==> src/rtl/multdiv_pkg.sv <==
// rtl/multdiv_pkg.sv - shared types and constants for the multdiv unit
package multdiv_pkg;

  localparam int DIV_WIDTH = 32;
  localparam logic [DIV_WIDTH-1:0] MOST_NEG = {1'b1, {(DIV_WIDTH-1){1'b0}}};

  typedef enum logic [1:0] {
    DIV_IDLE,
    DIV_RUN,
    DIV_FIX,
    DIV_DONE
  } div_state_e;

endpackage

==> src/rtl/div_iter_counter.sv <==
// rtl/div_iter_counter.sv - iteration counter with clear, enable and terminal flag
module div_iter_counter #(
  parameter int WIDTH = 32,
  parameter int CNT_W = 6
) (
  input  logic clk,
  input  logic reset,
  input  logic clr_i,
  input  logic en_i,
  output logic term_o
);

  logic [CNT_W-1:0] cnt_q;
  logic [CNT_W-1:0] cnt_d;

  always_comb begin
    cnt_d = cnt_q;
    if (clr_i) begin
      cnt_d = '0;
    end else if (en_i) begin
      cnt_d = cnt_q + 1'b1;
    end
  end

  always_ff @(posedge clk) begin
    if (reset) begin
      cnt_q <= '0;
    end else begin
      cnt_q <= cnt_d;
    end
  end

  assign term_o = (cnt_q == CNT_W'(WIDTH - 1));

endmodule

==> src/rtl/nonrestoring_divider.sv <==
// rtl/nonrestoring_divider.sv - sequential signed radix-2 non-restoring divider
module nonrestoring_divider
  import multdiv_pkg::*;
#(
  parameter int WIDTH = DIV_WIDTH,
  parameter int CNT_W = 6
) (
  input  logic             clk,
  input  logic             reset,
  input  logic             ctrl_div,
  input  logic [WIDTH-1:0] data_operandA,
  input  logic [WIDTH-1:0] data_operandB,
  output logic [WIDTH-1:0] data_result,
  output logic [WIDTH-1:0] data_remainder,
  output logic             data_exception,
  output logic             data_resultRDY
);

  localparam logic [WIDTH-1:0] MIN_VAL = {1'b1, {(WIDTH-1){1'b0}}};

  div_state_e       state_q;
  logic [WIDTH:0]   r_q;
  logic [WIDTH-1:0] q_q;
  logic [WIDTH-1:0] d_q;
  logic             sq_q;
  logic             sr_q;
  logic [WIDTH-1:0] result_q;
  logic [WIDTH-1:0] rem_q;
  logic             exc_q;
  logic             rdy_q;
  logic             term;

  logic [WIDTH-1:0] abs_a;
  logic [WIDTH-1:0] abs_b;
  logic             fast_exc;
  logic [WIDTH:0]   d_ext;
  logic [WIDTH:0]   r_shift;
  logic [WIDTH:0]   r_d;
  logic [WIDTH-1:0] q_d;
  logic [WIDTH:0]   r_fix;

  // The most-negative dividend negates to itself, which reads correctly as unsigned 2^(WIDTH-1).
  assign abs_a    = data_operandA[WIDTH-1] ? -data_operandA : data_operandA;
  assign abs_b    = data_operandB[WIDTH-1] ? -data_operandB : data_operandB;
  assign fast_exc = (data_operandB == '0) ||
                    ((data_operandA == MIN_VAL) && (data_operandB == '1));

  assign d_ext   = {1'b0, d_q};
  assign r_shift = {r_q[WIDTH-1:0], q_q[WIDTH-1]};
  assign r_d     = r_q[WIDTH] ? (r_shift + d_ext) : (r_shift - d_ext);
  assign q_d     = {q_q[WIDTH-2:0], ~r_d[WIDTH]};
  assign r_fix   = r_q[WIDTH] ? (r_q + d_ext) : r_q;

  div_iter_counter #(
    .WIDTH(WIDTH),
    .CNT_W(CNT_W)
  ) u_cnt (
    .clk   (clk),
    .reset (reset),
    .clr_i (ctrl_div),
    .en_i  (state_q == DIV_RUN),
    .term_o(term)
  );

  always_ff @(posedge clk) begin
    if (reset) begin
      state_q  <= DIV_IDLE;
      r_q      <= '0;
      q_q      <= '0;
      d_q      <= '0;
      sq_q     <= 1'b0;
      sr_q     <= 1'b0;
      result_q <= '0;
      rem_q    <= '0;
      exc_q    <= 1'b0;
      rdy_q    <= 1'b0;
    end else if (ctrl_div) begin
      // A start in any state, including mid-operation, discards the current op.
      if (fast_exc) begin
        state_q  <= DIV_DONE;
        result_q <= '0;
        rem_q    <= '0;
        exc_q    <= 1'b1;
        rdy_q    <= 1'b1;
      end else begin
        state_q <= DIV_RUN;
        d_q     <= abs_b;
        q_q     <= abs_a;
        r_q     <= '0;
        sq_q    <= data_operandA[WIDTH-1] ^ data_operandB[WIDTH-1];
        sr_q    <= data_operandA[WIDTH-1];
        exc_q   <= 1'b0;
        rdy_q   <= 1'b0;
      end
    end else begin
      case (state_q)
        DIV_RUN: begin
          r_q <= r_d;
          q_q <= q_d;
          if (term) begin
            state_q <= DIV_FIX;
          end
        end
        DIV_FIX: begin
          r_q      <= r_fix;
          result_q <= sq_q ? -q_q : q_q;
          rem_q    <= sr_q ? -r_fix[WIDTH-1:0] : r_fix[WIDTH-1:0];
          exc_q    <= 1'b0;
          rdy_q    <= 1'b1;
          state_q  <= DIV_DONE;
        end
        DIV_DONE: begin
          rdy_q   <= 1'b0;
          state_q <= DIV_IDLE;
        end
        default: begin
          state_q <= DIV_IDLE;
        end
      endcase
    end
  end

  assign data_result    = result_q;
  assign data_remainder = rem_q;
  assign data_exception = exc_q;
  assign data_resultRDY = rdy_q;

endmodule

==> config.mk <==
export PLATFORM = sky130hd
export DESIGN_NAME = nonrestoring_divider
export DESIGN_NICKNAME = d
export VERILOG_FILES = /design/src/rtl/multdiv_pkg.sv /design/src/rtl/div_iter_counter.sv /design/src/rtl/nonrestoring_divider.sv
export SDC_FILE = /design/constraint.sdc
export NUM_CORES = 1
export LEC_CHECK = 0
export ABC_CLOCK_PERIOD_IN_PS = 6900
export BUFFER_PORTS_ARGS = -buffer_cell sky130_fd_sc_hd__buf_2
export CAP_MARGIN = 20
export CORE_MARGIN = 10
export CORE_UTILIZATION = 40
export CTS_BUF_LIST = sky130_fd_sc_hd__clkbuf_8
export CTS_CLUSTER_DIAMETER = 30
export CTS_CLUSTER_SIZE = 14
export DETAILED_ROUTE_END_ITERATION = 7
export PLACE_DENSITY_LB_ADDON = 0.1
export SYNTH_ARGS = -nofsm -noshare
export SYNTH_HDL_FRONTEND = slang
export SYNTH_SLANG_ARGS = --single-unit
==> constraint.sdc <==
create_clock -name clk -period 6.9 [get_ports clk]
set_input_delay 0.345 -clock clk [delete_from_list [all_inputs] [get_ports clk]]
set_output_delay 0.345 -clock clk [all_outputs]
set_load 0.02 [all_outputs]
==> impl_metrics.csv <==
group,metric,value,unit
outcome,status,"completed",
die,num_rows,68,
clocking,clk_pin_slew,0.11,ns
synthesis,yosysWarnings,0,
cells_and_area,layout-drive-gt1-share,0.120,
setup_path,cp_num_buf_inv,0,
global_route,grt_usage,0.220,
cells_and_area,num_antenna_cells,0,
cells_and_area,seq_area,3460,sq um
sta,period_share,0.768,
setup_path,cp_data_required_time,7.33,ns
sta,hold_violations,0,
clocking,cts_tree,"yes",
placed_design,hpwlAfterDp,37700,um
setup_path,cpLargestDelayFamily,"simple AND/OR/NAND/NOR gates",
setup_path,worstSetupStartpointType,"flop",
drt,ant_nets,0,
clocking,cts-buffers-inserted,17,
placed_design,io_buffers,132,
clocking,ctsResizeCount,0,
power,power_density,201,nW/um^2
cells_and_area,n_fill_cell,3647,
setup_path,critPathKind,"reg -> reg",
min_path,hp-class,"in -> reg",
sta,fmax,0.189,GHz
clocking,cts_max_level,4,
synthesis,synthArstFlopShare,0,
synthesis,synth_edf_count,0,
synthesis,syn_nets,2023,
drt,drc_errors,0,
die,num_io_pins,133,
power,p_leak,6.16,nW
clocking,numClockSinks,173,
synthesis,ys_seq_area_frac,0.245,
die,die-area,43300,sq um
sta,fin_crit,5.30,ns
setup_path,crit_fanout,6,
sta,skew,0.0136,ns
drt,routed_via_density,5.93,
sta,rsz0062_at_grt,"false",
synthesis,ys_seq_elements,173,
die,start_util,0.408,
power,vdd_drop_max,0.137,mV
global_route,antenna_found_initial,0,
synthesis,synth_area,14200,sq um
placed_design,dp_cells,2369,
setup_path,max_stage_delay,0.64,ns
cells_and_area,num-nets-final,2078,
setup_path,worstPathCellList,"or4_1 > nor4b_1 > nand2b_1 > or3_1 > nor4b_2 > a31oi_1 > xor2_1 > ha_1 > a21o_1 > a21o_1 > a21o_1 > a21oi_1 > nor2b_1 > a2111oi_0 > o31ai_1 > xnor2_1 > a211oi_1",
synthesis,synth_ff_type,"dfxtp_1",
cells_and_area,area.growth.synth_to_final,9.35,%
drt,initialDrtViolationCount,1279,
global_route,grt_pass1_vias,13300,
global_route,grt-ovfl-total,0,
clocking,cts_setup_buffers,0,
placed_design,place_congestion,0.926,
clocking,clockBufferDepth,2,
drt,wirelength,49300,um
job,cap_viol_max_count,0,
sta,setup_violations,0,
cells_and_area,instances_no_fill,2403,
drt,wl_per_cell,20.5,um
clocking,ctsHoldBuffers,0,
cells_and_area,multiInputGateArea,10100,sq um
setup_path,cp_slowest_cell,"a2111oi_0",
sta,final.setup.tns,0,ns
sta,tightest_slew,0.998,ns
clocking,cts-root-buf,"clkbuf_8",
global_route,grt_max_degree,69,
setup_path,arrival,5.73,ns
synthesis,synth_cells,1880,
die,core_area,34700,sq um
die,die_h,208,um
sta,max-slew-margin-rel,0.334,
drt,num_vias,14300,
clocking,insertion_delay,0.51,ns
drt,firstDrtPassIters,6,
global_route,grt_pass1_wl,77500,um
sta,drv_slew,0,
synthesis,ys_types,86,
synthesis,syn_area_per_cell,7.53,sq um
setup_path,crit_path_frequent_cell,"a21o_1",
die,die_w,208,um
setup_path,critPathCaptureType,"flop",
## where the power goes
part,switching [mW],internal (mW)
logic,0.729,0.438
registers,0.0941,1.05
clock network,0.440,0.365
total,1.26,1.85
## tightest hold or removal path, cell delays in order
cell,delay (ns)
buf_2,0.14
nand2_1,0.08
a21oi_1,0.05
## synth_stat cells (all sizes together) (9+ instances only)
cell | number | area, sq um
nor2 | 224 | 853
nand2 | 179 | 674
dfxtp | 173 | 3460
a21oi | 154 | 782
o21ai | 107 | 539
xor2 | 106 | 928
xnor2 | 80 | 701
ha | 74 | 926
a211oi | 69 | 563
clkbuf | 64 | 240
a22oi | 58 | 435
nor3 | 52 | 265
buf | 47 | 245
inv | 41 | 154
nand3 | 37 | 185
o31ai | 37 | 278
o211ai | 36 | 275
or3 | 28 | 175
a21o | 26 | 195
nand4 | 25 | 156
or4 | 18 | 135
o41ai | 17 | 156
mux2i | 16 | 160
a31oi | 15 | 93.8
nand2b | 15 | 93.8
nor4 | 15 | 93.8
or2 | 14 | 90.1
a2111oi | 13 | 126
nor2b | 13 | 88.8
a211o | 11 | 96.3
o22ai | 11 | 75.1
o21a | 10 | 75.1
and2 | 9 | 56.3
## path summary, 6_finish.rpt
kind | slack (ns) | depth (start not counted) | endpoint | start
min reg2reg | 0.45 | 2 | data_remainder[23] | data_remainder[23]
max | 1.60 | 17 | q_q[0] | d_q[7]
min | 0.15 | 3 | d_q[0] | data_operandB[0]
max reg2reg | 1.60 | 17 | q_q[0] | d_q[7]
## metrics by stage
stage	area (sq um)	util	setup WS [ns]	total power, mW	hold WS (ns)
2_1_floorplan	14200	-	2.13	1.98	0.459
3_3_place_gp	15000	0.433	1.71	2.30	0.435
3_5_place_dp	15000	0.433	1.64	2.31	0.439
4_1_cts	15500	0.445	1.61	3.11	0.121
5_1_grt	15500	0.446	1.22	3.31	0.169
6_report	15500	0.446	1.60	3.12	0.151
## placed cells by master, fill, tap and decap left out, types with 16 or more instances in the layout
master	n
a211oi_1	60
a21o_1	26
a21oi_1	151
a22oi_1	58
buf_2	131
clkbuf_8	17
dfxtp_1	172
ha_1	74
inv_1	42
mux2i_1	16
nand2_1	178
nand3_1	37
nand4_1	25
nor2_1	220
nor3_1	51
o211ai_1	35
o21ai_0	85
o21ai_1	21
o31ai_1	37
o41ai_1	16
or3_1	28
or4_1	18
xnor2_1	80
xor2_1	106
## state kept, by name (all words and copies together), names as in the netlist
name	flops
state_q	2
sr_q	1
data_remainder	32
d_q	32
q_q	32
sq_q	1
r_q	33
data_exception	1
u_cnt.cnt_q	6
data_resultRDY	1
data_result	32
## layout make-up
class                           instances  area share
Timing Repair Buffer                  147      0.0514
Inverter                               43      0.0104
Clock buffer                           17      0.0151
Clock inverter                         15      0.0122
Tap cell                              455      0.0368
Sequential cell                       173       0.224
Multi-Input combinational cell       1553       0.650
## cells by family after synthesis
family / count (synthesis) / synth area share
AO/OA/AOI/OAI: 609 / 0.290
XOR/XNOR: 186 / 0.115
adder cells (fa/ha/maj): 76 / 0.0682
buffers and inverters: 154 / 0.0457
flip-flops: 173 / 0.245
multiplexers: 23 / 0.0169
AND/OR/NAND/NOR: 659 / 0.220
## layer usage
metal | part of all wire | wire [um] | global-route usage
met5 | 0 | 0 | 0
met4 | 0.020 | 978 | 0.0565
met3 | 0.054 | 2670 | 0.0334
met2 | 0.45 | 22300 | 0.346
met1 | 0.47 | 23400 | 0.305
No activity file was read; power rests on OpenSTA's default activity.
